<file path="config.mk">
export PLATFORM = sky130hd
export DESIGN_NAME = noc_output_port
export DESIGN_NICKNAME = d
export VERILOG_FILES = /design/src/rtl/noc_pkg.sv /design/src/rtl/noc_output_port_reg.sv /design/src/rtl/noc_output_port.sv
export SDC_FILE = /design/constraint.sdc
export NUM_CORES = 1
export LEC_CHECK = 0
export ABC_AREA = 1
export CAP_MARGIN = 20
export CELL_PAD_IN_SITES_DETAIL_PLACEMENT = 1
export CELL_PAD_IN_SITES_GLOBAL_PLACEMENT = 2
export CORE_MARGIN = 5
export CORE_UTILIZATION = 22
export DETAILED_ROUTE_END_ITERATION = 8
export GPL_ROUTABILITY_DRIVEN = 1
export PLACE_DENSITY_LB_ADDON = 0.12
export SLEW_MARGIN = 20
export SYNTH_ARGS = -nofsm -noshare
export SYNTH_HDL_FRONTEND = slang
export SYNTH_SLANG_ARGS = --single-unit
</file>
<file path="constraint.sdc">
create_clock -name clk -period 2.9 [get_ports clk]
set_input_delay 0.29 -clock clk [delete_from_list [all_inputs] [get_ports clk]]
set_output_delay 0.29 -clock clk [all_outputs]
set_load 0.01 [all_outputs]
</file>
<file path="src/rtl/noc_pkg.sv">
// Shared types for the NoC router output port.
// Flit type encoding, field geometry and port FSM states.
package noc_pkg;

  localparam int FLIT_W_DEF = 34;
  localparam int TYPE_W     = 2;

  typedef enum logic [1:0] {
    HEAD      = 2'b00,
    BODY      = 2'b01,
    TAIL      = 2'b10,
    HEAD_TAIL = 2'b11
  } flit_type_e;

  typedef enum logic {
    IDLE   = 1'b0,
    LOCKED = 1'b1
  } state_e;

  // Type field sits in the top TYPE_W bits of every flit.
  function automatic flit_type_e type_of(input logic [TYPE_W-1:0] t);
    return flit_type_e'(t);
  endfunction

endpackage

</file>
<file path="src/rtl/noc_output_port_reg.sv">
// Single-entry valid/ready output register for the router port.
// A load and a downstream accept on the same edge replace the flit.
module noc_out_reg #(
  parameter int W = 34
) (
  input  logic         clk,
  input  logic         arst,
  input  logic         load,
  input  logic [W-1:0] din,
  input  logic         out_ready,
  output logic         can_load,
  output logic         out_valid,
  output logic [W-1:0] out_data
);

  logic         valid_q, valid_d;
  logic [W-1:0] data_q, data_d;

  always_comb begin
    can_load = !valid_q | out_ready;
    valid_d  = load | (valid_q & !out_ready);
    data_d   = load ? din : data_q;
  end

  always_ff @(posedge clk or posedge arst) begin
    if (arst) begin
      valid_q <= 1'b0;
      data_q  <= '0;
    end else begin
      valid_q <= valid_d;
      data_q  <= data_d;
    end
  end

  assign out_valid = valid_q;
  assign out_data  = data_q;

endmodule

</file>
<file path="src/rtl/noc_output_port.sv">
// Output port of a 2-input wormhole router: arbiter glue,
// packet lock, protocol error flag and completed-packet count.
module noc_output_port
  import noc_pkg::*;
#(
  parameter int FLIT_W = FLIT_W_DEF,
  parameter int CNT_W  = 16
) (
  input  logic                clk,
  input  logic                arst,
  input  logic [1:0]          in_valid,
  input  logic [2*FLIT_W-1:0] in_data,
  output logic [1:0]          in_ready,
  output logic [1:0]          req_o,
  input  logic [1:0]          grant_i,
  output logic                update_o,
  output logic                out_valid,
  output logic [FLIT_W-1:0]   out_data,
  input  logic                out_ready,
  output logic                err_o,
  output logic [CNT_W-1:0]    pkt_cnt_o
);

  state_e             state_q, state_d;
  logic               owner_q, owner_d;
  logic               err_q, err_d;
  logic               upd_q, upd_d;
  logic [CNT_W-1:0]   cnt_q, cnt_d;

  logic               can_load;
  logic               load;
  logic               gnt_1hot;
  logic               sel;
  logic               xfer;
  logic [FLIT_W-1:0]  flit;
  flit_type_e         ftype;

  always_comb begin
    gnt_1hot = (grant_i == 2'b01) | (grant_i == 2'b10);
    sel      = (state_q == LOCKED) ? owner_q : grant_i[1];
    flit     = sel ? in_data[2*FLIT_W-1:FLIT_W]
                   : in_data[FLIT_W-1:0];
    ftype    = type_of(flit[FLIT_W-1 -: TYPE_W]);

    in_ready = 2'b00;
    req_o    = 2'b00;
    if (!arst) begin
      if (state_q == IDLE) begin
        req_o    = in_valid;
        in_ready = grant_i & in_valid
                 & {2{can_load & gnt_1hot}};
      end else begin
        in_ready[owner_q] = in_valid[owner_q] & can_load;
      end
    end
    xfer = |in_ready;

    state_d = state_q;
    owner_d = owner_q;
    err_d   = err_q;
    upd_d   = 1'b0;
    load    = 1'b0;

    unique case (state_q)
      IDLE: begin
        if (grant_i == 2'b11) err_d = 1'b1;
        if (xfer) begin
          unique case (ftype)
            HEAD: begin
              load    = 1'b1;
              state_d = LOCKED;
              owner_d = sel;
            end
            HEAD_TAIL: begin
              load  = 1'b1;
              upd_d = 1'b1;
            end
            BODY, TAIL: err_d = 1'b1;
          endcase
        end
      end
      LOCKED: begin
        if (xfer) begin
          load = 1'b1;
          unique case (ftype)
            TAIL: begin
              state_d = IDLE;
              upd_d   = 1'b1;
            end
            HEAD, HEAD_TAIL: err_d = 1'b1;
            BODY: ;
          endcase
        end
      end
    endcase

    cnt_d = upd_d ? cnt_q + 1'b1 : cnt_q;
  end

  always_ff @(posedge clk or posedge arst) begin
    if (arst) begin
      state_q <= IDLE;
      owner_q <= 1'b0;
      err_q   <= 1'b0;
      upd_q   <= 1'b0;
      cnt_q   <= '0;
    end else begin
      state_q <= state_d;
      owner_q <= owner_d;
      err_q   <= err_d;
      upd_q   <= upd_d;
      cnt_q   <= cnt_d;
    end
  end

  noc_out_reg #(.W(FLIT_W)) u_out_reg (
    .clk       (clk),
    .arst      (arst),
    .load      (load),
    .din       (flit),
    .out_ready (out_ready),
    .can_load  (can_load),
    .out_valid (out_valid),
    .out_data  (out_data)
  );

  assign update_o  = upd_q;
  assign err_o     = err_q;
  assign pkt_cnt_o = cnt_q;

endmodule

</file>
==> reports/qor.csv, run 1 <==
stage;metric;value;unit
run_status;outcome;completed;
critical_path;crit_type;flop to flop;
detailed_routing;viasPerCell;4.226;
floorplanning;die-area;16650;um2
detailed_routing;drc;0;
cts;cts_max_level;2;
floorplanning;die_y;129.1;um
pwr;power.density;770.2;nW/um2
floorplanning;ioPinCount;132;
logic_synthesis;yosysTopAreaCell;dfrtp_1;
floorplanning;rows;43;
critical_path;cp.required;3.13;ns
flow_run;maxCapViolations;0;
global_route;grt_use_total;0.1277;
sta;postLayoutSetupSlackWorst;0.4490;ns
sta;rsz0062_at_grt;no;
detailed_routing;dr.pass1.iters;4;
pwr;leakagePower;2.301;nW
global_route;grt_pass1_vias;3462;
cts;cts_root_buf;clkbuf_16;
critical_path;worstPathCellList;inv_4 -> nand2_1 -> nand2_1 -> inv_2 -> or2_1 -> o21ai_0 -> ha_1 -> nor2_1 -> clkinv_1 -> nand2_4 -> nand2_1 -> nand2_1;
critical_path;slowest_stage;dfrtp_1;
final_layout;register_area;1376;um2
pwr;switching_share;0.4045;
pwr;combPwrFrac;0.497;
logic_synthesis;async_flop_share;1.000;
floorplanning;start_util;0.2246;
place;dp_hpwl;8003;um
final_layout;antenna_cells;0;
place;port_buffers;131;
critical_path;cp_max_fo;37;
final_layout;num-fill-cells;1736;
sta;hold_viol_final;0;
pwr;seqPwrFrac;0.337;
global_route;grt_use_met3;0.04782;
sta;period_share;0.8452;
place;dp_slack;0.2081;ns
hold_path;hp-class;flop to flop;
critical_path;cp.arrival;2.68;ns
global_route;grtUsageMet2;0.2146;
sta;setup_tns;0;ns
cts;postCtsHoldBufs;0;
cts;cts_buffer_depth;2;
pwr;ir_drop;0.0003998;V
final_layout;nets;648;
place;gp_congestion;0.8040;
sta;min_period;2.451;ns
detailed_routing;via_count;3165;
global_route;antenna_found_initial;1;
floorplanning;core-area;13880;um2
global_route;overflow;0;
global_route;grt_pass1_wl;17280;um
logic_synthesis;synth_fp_nets;523;
cts;cts_resized;0;
pwr;clkPwrFrac;0.166;
logic_synthesis;synth_top_area_frac;0.4414;
cts;cts_setup_buffers;0;
logic_synthesis;yosys_most_used_dff;dfrtp_1;
sta;skew;0.004556;ns
pwr;p_switching;1.462;mW
cts;path_clk_slew;0.07;ns
cts;clock-sinks;55;
final_layout;finalNonFillerCells;749;
critical_path;start_kind;flop;
sta;slew_violations;0;
final_layout;drive_gt1_frac;0.04042;
sta;fmax;408.0;MHz
detailed_routing;wire_per_inst;13.98;um
cts;clock_latency;0.29;ns
logic_synthesis;ys_ff_latch;55;
detailed_routing;dr.first_iter.drc_count;106;
sta;setup_violations;0;
sta;tightest_slew;0.7669;ns
global_route;grt-busiest-layer;met2;
logic_synthesis;synth_cell_type_count;27;
critical_path;ff2ff_setup_slack;0.45;ns
logic_synthesis;synth_edf_count;0;
critical_path;crit_top_cell;nand2_1;
critical_path;max_stage_delay;0.46;ns
pwr;p_int;2.152;mW
place;dpl.cell_count;741;
cts;tritoncts;built;
logic_synthesis;yosys_warnings;0;
detailed_routing;drt_wl_total;10470;um
cts;cts-buffers-inserted;5;
critical_path;end_kind;flop;
global_route;grt_max_degree;56;
detailed_routing;ant_nets;0;
logic_synthesis;syn_inst;443;
pwr;finalPower;3.614;mW
logic_synthesis;synth_area;3118;um2
final_layout;multi_input_area;1486;um2
final_layout;areaGrowthSynthToFinish;50.48;%
sta;slew-limit-headroom;0.4887;
logic_synthesis;seq_area_frac_synth;0.4414;
floorplanning;die_w;129.1;um
logic_synthesis;synth_area_leaders;dfrtp_1, nand2_1, nand3_1;
logic_synthesis;syn_avg_cell_area;7.038;um2
global_route;use_met1;0.1579;
## synthesized netlist by cell type, types with 2 or more instances
| master | count |
|---|---|
| inv_2 | 2 |
| inv_1 | 20 |
| nand3_1 | 41 |
| ha_1 | 5 |
| xnor2_1 | 8 |
| buf_2 | 4 |
| buf_4 | 7 |
| nor3_1 | 2 |
| buf_6 | 7 |
| dfrtp_1 | 55 |
| nand4_1 | 3 |
| o21ai_0 | 5 |
| xor2_1 | 4 |
| nor2_1 | 21 |
| clkbuf_1 | 3 |
| nand2_1 | 245 |
## cell families after synthesis
group                      after synthesis  synth area share
xor gates and xnor gates                12           0.03371
DFF                                     55            0.4414
AOI/OAI and AO/OA                        8           0.01364
buffers and inverters                   45           0.08186
adders and majority gates                5           0.02006
and+or+nand+nor                        318            0.4093
## path summary, 6_finish.rpt
path | cells after the start | endpoint | startpoint
worst max-delay path | 12 | u_out_reg.out_data[5] | state_q
worst min-delay path | 2 | u_out_reg.out_data[4] | u_out_reg.out_data[4]
worst max register to register | 12 | u_out_reg.out_data[5] | state_q
worst min register to register | 2 | u_out_reg.out_data[4] | u_out_reg.out_data[4]
max in group asynchronous | 3 | u_out_reg.out_data[7] | arst
min in group asynchronous | 3 | pkt_cnt_o[14] | arst
## per-stage QoR
stage          hold WS (ns)  utilization  area [um2]
6_report             0.4707       0.3380        4692
5_1_grt              0.5022       0.3380        4692
4_1_cts              0.4764       0.3380        4692
3_5_place_dp         0.4574       0.3279        4552
3_3_place_gp         0.4530       0.3279        4552
2_1_floorplan        0.4640            -        3118
## critical path: cells and delay by family (launching register included)
family          cells  cell delay [ns]
buf+inv             3             0.29
simple gates        7             1.08
flops               1             0.46
compound gates      1             0.20
fa+ha+maj           1             0.34
## power groups by stage
stage	Clock, mW	Sequential, mW	Combinational, mW
6_report	0.601	1.22	1.79
3_3_place_gp	0	1.22	1.83
4_1_cts	0.626	1.22	1.85
2_1_floorplan	0	1.30	0.897
3_5_place_dp	0	1.23	1.85
5_1_grt	0.658	1.26	2.03
## layer usage
| metal | part of all wire | vias up | wire length, um |
|---|---|---|---|
| met5 | 0.0012 | - | 13 |
| met4 | 0.011 | 2 | 115 |
| met3 | 0.081 | 11 | 850 |
| met2 | 0.48 | 79 | 5001 |
| met1 | 0.43 | 1461 | 4492 |
| li1 | - | 1612 | - |
## cells in the final DEF, fill, tap and decap left out, drive strengths merged, types with 2 or more instances in the layout
| cell | n |
|---|---|
| o21ai | 6 |
| nand3 | 41 |
| nand4 | 3 |
| clkbuf | 5 |
| clkinv | 4 |
| ha | 5 |
| nand2 | 247 |
| inv | 23 |
| buf | 8 |
| dfrtp | 55 |
| clkdlybuf4s50 | 131 |
| nor2 | 22 |
| nor3 | 2 |
| xor2 | 4 |
| xnor2 | 8 |
## registers in the layout (all words and copies together) (netlist names)
name,flops
state_q,1
owner_q,1
u_out_reg.out_valid,1
pkt_cnt_o,16
err_o,1
u_out_reg.out_data,34
update_o,1
## layout make-up
cell class	count	share of cell area
clock buffer	5	0.02667
clock inverter	3	0.003200
inverter	24	0.01973
multi-input combinational	343	0.3168
sequential	55	0.2933
tap	180	0.04800
timing repair buffer	139	0.2923
Power figures use the tool's default switching activity.
==> run 2: changes to the inputs <==
--- a/config.mk
+++ b/config.mk
@@ -10,7 +10,7 @@
 export CELL_PAD_IN_SITES_DETAIL_PLACEMENT = 1
 export CELL_PAD_IN_SITES_GLOBAL_PLACEMENT = 2
 export CORE_MARGIN = 5
-export CORE_UTILIZATION = 22
+export CORE_UTILIZATION = 20
 export DETAILED_ROUTE_END_ITERATION = 8
 export GPL_ROUTABILITY_DRIVEN = 1
 export PLACE_DENSITY_LB_ADDON = 0.12
==> constraint.sdc (replaced) <==
create_clock -name clk -period 2 [get_ports clk]
set_input_delay 0.2 -clock clk [delete_from_list [all_inputs] [get_ports clk]]
set_output_delay 0.2 -clock clk [all_outputs]
set_load 0.01 [all_outputs]
==> run 2 against run 1 <==
  * Register-to-register slack got worse by 0.45 ns
  * Worst setup slack got worse by 0.45 ns
  * Sequential power increased by 45%
  * Die area increased by 9.2%
  * Non-clock buffer count increased by 24
  * Combinational power increased by 89%
  * Largest cell class is now buffers
  * Highest routed layer is now met4
==> reports/qor.csv, run 2 (same netlist as run 1, synthesis figures left out) <==
stage;metric;value;unit;change
sta;slew_violations;0;;unchanged
sta;skew;0.006837;ns;+0.002281 ns
detailed_routing;dr.pass1.iters;4;;unchanged
critical_path;end_kind;flop;;
final_layout;final_cell_mix;nand2_1, clkdlybuf4s50_1, dfrtp_1;;
floorplanning;die_y;134.9;um;+4.5%
final_layout;drive_gt1_frac;0.1532;;+0.1128
critical_path;crit_family;simple AND/OR/NAND/NOR gates;;
final_layout;register_area;1378;um2;about the same
final_layout;largest_reg_flops;34;;unchanged
critical_path;path_depth;14;;+2
pwr;leakagePower;2.584;nW;+12%
final_layout;nets;673;;+3.9%
critical_path;cp.arrival;2.19;ns;-0.49 ns
sta;fmax;500.6;MHz;+23%
critical_path;path_buf_inv;5;;+2
detailed_routing;wl_met1;4761;um;+6.0%
critical_path;start_kind;flop;;
detailed_routing;viasPerCell;4.052;;-4.1%
floorplanning;start_util;0.2043;;-0.02028
final_layout;num-fill-cells;1839;;+5.9%
final_layout;areaGrowthSynthToFinish;72.51;%;
cts;path_clk_slew;0.08;ns;about the same
final_layout;multi_input_area;1707;um2;+15%
floorplanning;die-area;18190;um2;+9.2%
detailed_routing;wl_met3;892;um;+4.9%
floorplanning;ioPinCount;132;;unchanged
detailed_routing;wire_per_inst;14.12;um;+0.99%
pwr;finalPower;6.311;mW;+75%
pwr;power.density;1173;nW/um2;+52%
critical_path;cp_max_fo;6;;-84%
sta;rsz0062_at_grt;yes;;
final_layout;final_util;0.3525;;+0.01450
place;dp_slack;-0.3335;ns;-0.5415 ns
detailed_routing;routed-wl-met2;5559;um;+11%
global_route;grt_pass1_wl;18020;um;+4.3%
sta;hold_viol_final;0;;unchanged
critical_path;slowest_stage;dfrtp_2;;
cts;tritoncts;built;;
detailed_routing;drc;0;;unchanged
detailed_routing;dr.first_iter.drc_count;116;;+9.4%
sta;min_period;1.998;ns;-0.4533 ns
hold_path;min_path_cells;2;;unchanged
cts;clock_latency;0.31;ns;+0.02 ns
critical_path;max_stage_delay;0.44;ns;-0.02 ns
sta;tightest_slew;0.7485;ns;-0.01842 ns
detailed_routing;drt_wl_total;11370;um;+8.5%
detailed_routing;via_count;3262;;+3.1%
cts;clock-sinks;55;;unchanged
critical_path;crit_type;flop to flop;;
place;gp_congestion;0.7291;;-9.3%
detailed_routing;ant_nets;0;;unchanged
sta;setup_violations;0;;unchanged
critical_path;reg2regPathDepth;14;;+2
floorplanning;die_w;134.9;um;+4.5%
sta;period_share;0.9989;;+0.1537
global_route;grt_use_total;0.1242;;-0.003428
hold_path;hp-class;flop to flop;;
final_layout;antenna_cells;0;;unchanged
cts;cts-buffers-inserted;5;;unchanged
global_route;grt_pass1_vias;3645;;+5.3%
global_route;antenna_found_initial;0;;-1
cts;cts_buffer_depth;2;;unchanged
place;port_buffers;131;;unchanged
pwr;ir_drop;0.0004316;V;+7.9%
sta;slew-limit-headroom;0.5010;;+0.01228
cts;postCtsHoldBufs;0;;unchanged
final_layout;final_common_cell;nand2_1;;
global_route;overflow;0;;unchanged
cts;cts_root_buf;clkbuf_16;;
floorplanning;rows;45;;+4.7%
critical_path;cp.required;2.19;ns;-0.94 ns
run_status;outcome;completed;;
critical_path;ff2ff_setup_slack;0.002;ns;-0.45 ns
sta;timing.hold.ws;0.4742;ns;+0.003538 ns
critical_path;worstPathCellList;inv_4 -> nand2_4 -> nand2_4 -> inv_4 -> or2_1 -> o21ai_2 -> buf_4 -> inv_2 -> ha_4 -> nor2_4 -> nor2_4 -> nand2_8 -> clkbuf_16 -> o21ai_2;;
detailed_routing;top_layer;met4;;
global_route;grt_max_degree;56;;unchanged
sta;setup_tns;0;ns;unchanged
sta;postLayoutSetupSlackWorst;0.002295;ns;-0.4467 ns
floorplanning;core-area;15260;um2;+9.9%
flow_run;maxCapViolations;0;;unchanged
place;dp_hpwl;8251;um;+3.1%
cts;cts_max_level;2;;unchanged
==> run 2: cell count changes in the layout (fill, tap and decap cells not counted), sizes merged <==
cell	before	now
clkbuf	5	8
dlygate4sd2	0	2
bufbuf	0	1
bufinv	0	2
clkdlybuf4s50	131	128
clkinv	4	1
dlymetal6s2s	0	1
buf	8	28
clkinvlp	0	2
==> run 2: through the flow <==
step	area [um2]	cells
after floorplan	3144	443
after global placement	4777	787
after detailed placement	4777	787
after CTS	5052	797
after global routing	5379	805
final	5379	805
==> run 2: routing by layer <==
metal | vias up | GRT usage
li1 | 1656 | -
met1 | 1515 | 0.1495
met2 | 83 | 0.2029
met3 | 8 | 0.05067
met4 | 0 | 0.03903
met5 | - | 0
==> run 2: worst reg2reg max path: stages, from the launching register on <==
cell and delay, ns:
dfrtp_2 0.44, inv_4 0.07, nand2_4 0.05, nand2_4 0.08, inv_4 0.03, or2_1 0.23
o21ai_2 0.09, buf_4 0.15, inv_2 0.04, ha_4 0.15, nor2_4 0.11, nor2_4 0.05
nand2_8 0.14, clkbuf_16 0.19, o21ai_2 0.06
==> run 2: power breakdown <==
| group | switching, mW | total, mW | internal, mW |
|---|---|---|---|
| Combinational | 1.69 | 3.38 | 1.69 |
| Sequential | 0.278 | 1.77 | 1.49 |
| Clock | 0.443 | 1.16 | 0.719 |
| Total | 2.41 | 6.31 | 3.90 |
==> run 2: cell type report <==
cell class | instances | share of cell area
clock inverters | 3 | 0.01256
multi-input cells | 343 | 0.3173
well taps | 211 | 0.04908
inverters | 24 | 0.02117
clock buffers | 5 | 0.02326
flip-flops and latches | 55 | 0.2561
repair buffers | 163 | 0.3189
repair inverters | 1 | 0.001628
==> run 2: final timing paths <==
kind                                  startpoint                    end
setup reg to reg                         state_q           pkt_cnt_o[2]
max in group asynchronous                   arst                state_q
min in group asynchronous                   arst          pkt_cnt_o[14]
hold / removal             u_out_reg.out_data[4]  u_out_reg.out_data[4]
hold reg to reg            u_out_reg.out_data[4]  u_out_reg.out_data[4]
setup / recovery                         state_q           pkt_cnt_o[2]
==> run 2: repair_timing <==
item                                    in CTS  in global routing
pin swaps                                    1                 20
cloned                                       1                  5
resized for setup                           13                 63
setup buffers                                1                  3
endpoints found under the setup margin      54                 54
==> run 3: changes to the inputs <==
--- a/config.mk
+++ b/config.mk
@@ -5,12 +5,12 @@
 export SDC_FILE = /design/constraint.sdc
 export NUM_CORES = 1
 export LEC_CHECK = 0
-export ABC_AREA = 1
+export ABC_AREA = 0
 export CAP_MARGIN = 20
 export CELL_PAD_IN_SITES_DETAIL_PLACEMENT = 1
 export CELL_PAD_IN_SITES_GLOBAL_PLACEMENT = 2
 export CORE_MARGIN = 5
-export CORE_UTILIZATION = 20
+export CORE_UTILIZATION = 21
 export DETAILED_ROUTE_END_ITERATION = 8
 export GPL_ROUTABILITY_DRIVEN = 1
 export PLACE_DENSITY_LB_ADDON = 0.12
==> run 3 against run 2 <==
  * The flow now finishes with violations (setup timing)
  * Area after synthesis shrank 13%
  * Worst setup slack worse by 0.25 ns
  * Cell count decreased by 26%
  * Largest power group unchanged
  * Register-to-register slack lost 0.25 ns
  * Count of clock-buffer cells in the layout increased by 3
  * Sequential share of layout area is 2.5 points higher
  * Non-clock buffer count increased by 8
  * Via count shrank 24%
  * Fmax shrank 11%
  * Critical path depth fell by 4
  * Largest cell class unchanged
  * Flip-flop and latch count unchanged
  * Clock power decreased by 20%
==> reports/qor.csv, run 3 <==
stage;metric;value;unit;change
sta;min_period;2.243;ns;+0.2451 ns
logic_synthesis;netlist_top_cells_count;dfrtp_1, nand2_1, mux2i_1;;
final_layout;antenna_cells;0;;unchanged
sta;setup_violations;52;;+52
floorplanning;ioPinCount;132;;unchanged
detailed_routing;ant_nets;0;;unchanged
cts;tritoncts;built;;
global_route;grt_pass1_wl;13920;um;-23%
critical_path;start_kind;flop;;
critical_path;cp.required;2.17;ns;-0.02 ns
cts;clock_latency;0.29;ns;-0.02 ns
critical_path;slowest_stage;dfrtp_2;;
logic_synthesis;yosys_warnings;0;;unchanged
sta;skew;0.006171;ns;-0.0006660 ns
floorplanning;die_w;123.8;um;-8.2%
global_route;antenna_found_initial;1;;+1
place;gp_congestion;0.7807;;+7.1%
place;dp_hpwl;6824;um;-17%
final_layout;final_util;0.3874;;+0.03486
logic_synthesis;synth_edf_count;0;;unchanged
critical_path;worstPathCellList;nor2b_4 -> a21oi_4 -> mux2i_1 -> inv_1 -> ha_2 -> mux2_4 -> and3_4 -> and2b_2 -> nor4b_4 -> xor2_1;;
cts;cts_root_buf;clkbuf_16;;
sta;hold_viol_final;0;;unchanged
sta;tightest_slew;0.4027;ns;-0.3459 ns
detailed_routing;wire_per_inst;16.05;um;+14%
cts;cts_max_level;2;;unchanged
place;dp_slack;-0.5494;ns;-0.2160 ns
floorplanning;start_util;0.2146;;+0.01023
cts;cts_buffer_depth;2;;unchanged
floorplanning;core-area;12670;um2;-17%
detailed_routing;via_count;2495;;-24%
run_status;violations;setup timing;;
cts;postCtsHoldBufs;0;;unchanged
critical_path;max_stage_delay;0.42;ns;-0.02 ns
logic_synthesis;synth_cell_type_count;36;;+33%
logic_synthesis;syn_avg_cell_area;10.79;um2;+53%
sta;postLayoutSetupSlackWorst;-0.2428;ns;-0.2451 ns
sta;fmax;445.9;MHz;-11%
pwr;ir_drop;0.0004271;V;-1.1%
critical_path;cp_max_fo;4;;-2
logic_synthesis;async_flop_share;1.000;;unchanged
sta;period_share;1.121;;+0.1225
critical_path;crit_path_start;state_q;;
pwr;power.density;1210;nW/um2;+3.1%
run_status;outcome;finished, violations left;;
sta;rsz0062_at_grt;yes;;
detailed_routing;drc;0;;unchanged
flow_run;maxCapViolations;0;;unchanged
critical_path;reg2regPathDepth;10;;-4
critical_path;r2r-end;pkt_cnt_o[11];;
detailed_routing;drt_wl_total;9500;um;-16%
final_layout;areaGrowthSynthToFinish;80.53;%;
floorplanning;die-area;15320;um2;-16%
logic_synthesis;synth.most_common_cell;dfrtp_1;;
detailed_routing;dr.pass1.iters;4;;unchanged
logic_synthesis;synth_top_area_frac;0.5062;;+0.06480
sta;slew-limit-headroom;0.7316;;+0.2306
floorplanning;die_y;123.8;um;-8.2%
critical_path;crit_type;flop to flop;;
critical_path;cp.arrival;2.41;ns;+0.22 ns
logic_synthesis;synth_area;2719;um2;-13%
hold_path;hp-class;input pin to async pin;;
cts;clock-sinks;55;;unchanged
critical_path;ff2ff_setup_slack;-0.24;ns;-0.25 ns
final_layout;register_area;1378;um2;unchanged
sta;slew_violations;0;;unchanged
cts;cts-buffers-inserted;5;;unchanged
final_layout;nets;499;;-26%
final_layout;drive_gt1_frac;0.1929;;+0.03966
final_layout;multi_input_area;1396;um2;-18%
final_layout;final_common_cell;clkdlybuf4s50_1;;
logic_synthesis;seq_area_frac_synth;0.5062;;+0.06480
logic_synthesis;yosysTopAreaCell;dfrtp_1;;
logic_synthesis;synth_fp_nets;332;;-37%
global_route;grt_pass1_vias;2717;;-25%
global_route;grt_use_total;0.1156;;-0.008676
logic_synthesis;ys_ff_latch;55;;unchanged
logic_synthesis;syn_inst;252;;-43%
pwr;leakagePower;2.265;nW;-12%
final_layout;num-fill-cells;1418;;-23%
final_layout;final_cell_mix;clkdlybuf4s50_1, dfrtp_1, nand2_1;;
critical_path;reg2reg_from;state_q;;
final_layout;largest_reg_flops;34;;unchanged
global_route;overflow;0;;unchanged
floorplanning;rows;41;;-8.9%
logic_synthesis;yosys_most_used_dff;dfrtp_1;;
detailed_routing;viasPerCell;4.215;;+4.0%
detailed_routing;dr.first_iter.drc_count;63;;-46%
global_route;grt_max_degree;49;;-13%
logic_synthesis;synth_area_leaders;dfrtp_1, mux2i_1, nand2_1;;
place;port_buffers;131;;unchanged
critical_path;end_kind;flop;;
cts;path_clk_slew;0.07;ns;about the same
run 3: changes by cell type in the layout (fill, tap and decap cells not counted), moves of 14 or more:
cell and change:
mux2i_1 +33, nand2_2 -17, nand3_1 -36, o21ai_1 +20, nand2_1 -174, nor2_1 -14
run 3: worst max-delay path, delay by kind of cell, from the launching register on:
kind	cells	cell delay [ns]
flops	1	0.42
xor+xnor	1	0.14
fa+ha+maj	1	0.19
buf+inv	1	0.11
mux	2	0.53
compound gates	1	0.17
simple gates	4	0.57
run 3: what timing repair did:
item | CTS | global route
resized for setup | 20 | 29
cloned | 1 | 7
setup endpoints to repair | 54 | 54
setup buffers | 3 | 6
pin swaps | 5 | 7
run 3: worst max path at each step:
| stage | to | slack (ns) | depth (start not counted) |
|---|---|---|---|
| detailed placement | pkt_cnt_o[11] | -0.55 | 11 |
| global placement | pkt_cnt_o[11] | -0.50 | 11 |
| global route | pkt_cnt_o[11] | -0.35 | 10 |
| floorplan | pkt_cnt_o[11] | -0.30 | 11 |
| finish | pkt_cnt_o[11] | -0.24 | 10 |
| CTS | pkt_cnt_o[11] | -0.23 | 10 |
run 3: area by class of cell:
| type | instances | area share |
|---|---|---|
| Sequential cell | 55 | 0.2807 |
| Multi-Input combinational cell | 180 | 0.2845 |
| Inverter | 6 | 0.005353 |
| Tap cell | 172 | 0.04384 |
| Clock buffer | 8 | 0.03186 |
| Timing Repair Buffer | 171 | 0.3538 |
run 3: logic make-up after synthesis:
kind of cell | after synthesis | synth area share
AOI/OAI and AO/OA | 44 | 0.09388
xor gates and xnor gates | 16 | 0.05154
adders and majority gates | 5 | 0.02301
buffers and inverters | 18 | 0.03589
DFF | 55 | 0.5062
muxes | 37 | 0.1404
and+or+nand+nor | 77 | 0.1491
run 3: where the power goes:
| group | total (mW) | internal (mW) | switching (mW) |
|---|---|---|---|
| Clock | 0.931 | 0.535 | 0.396 |
| Combinational | 3.26 | 1.80 | 1.46 |
| Sequential | 1.75 | 1.50 | 0.250 |
run 3: metal layers:
metal / global-route usage / part of all wire
met1: 0.1312 / 0.40
met2: 0.1943 / 0.49
met3: 0.05268 / 0.090
met4: 0.03460 / 0.018
met5: 0 / 0.00074
run 3: per-stage QoR:
step                instances  total power, mW  hold slack (ns)  TNS [ns]  cell area, um2
global placement          567            4.538           0.4608    -22.70            4405
finish                    592            5.940           0.4216    -8.925            4908
floorplan                 252            3.176           0.2837    -8.565            2780
global route              592            6.371           0.4795    -14.96            4908
CTS                       579            5.688           0.4575    -7.981            4682
detailed placement        567            4.581           0.4716    -24.38            4405
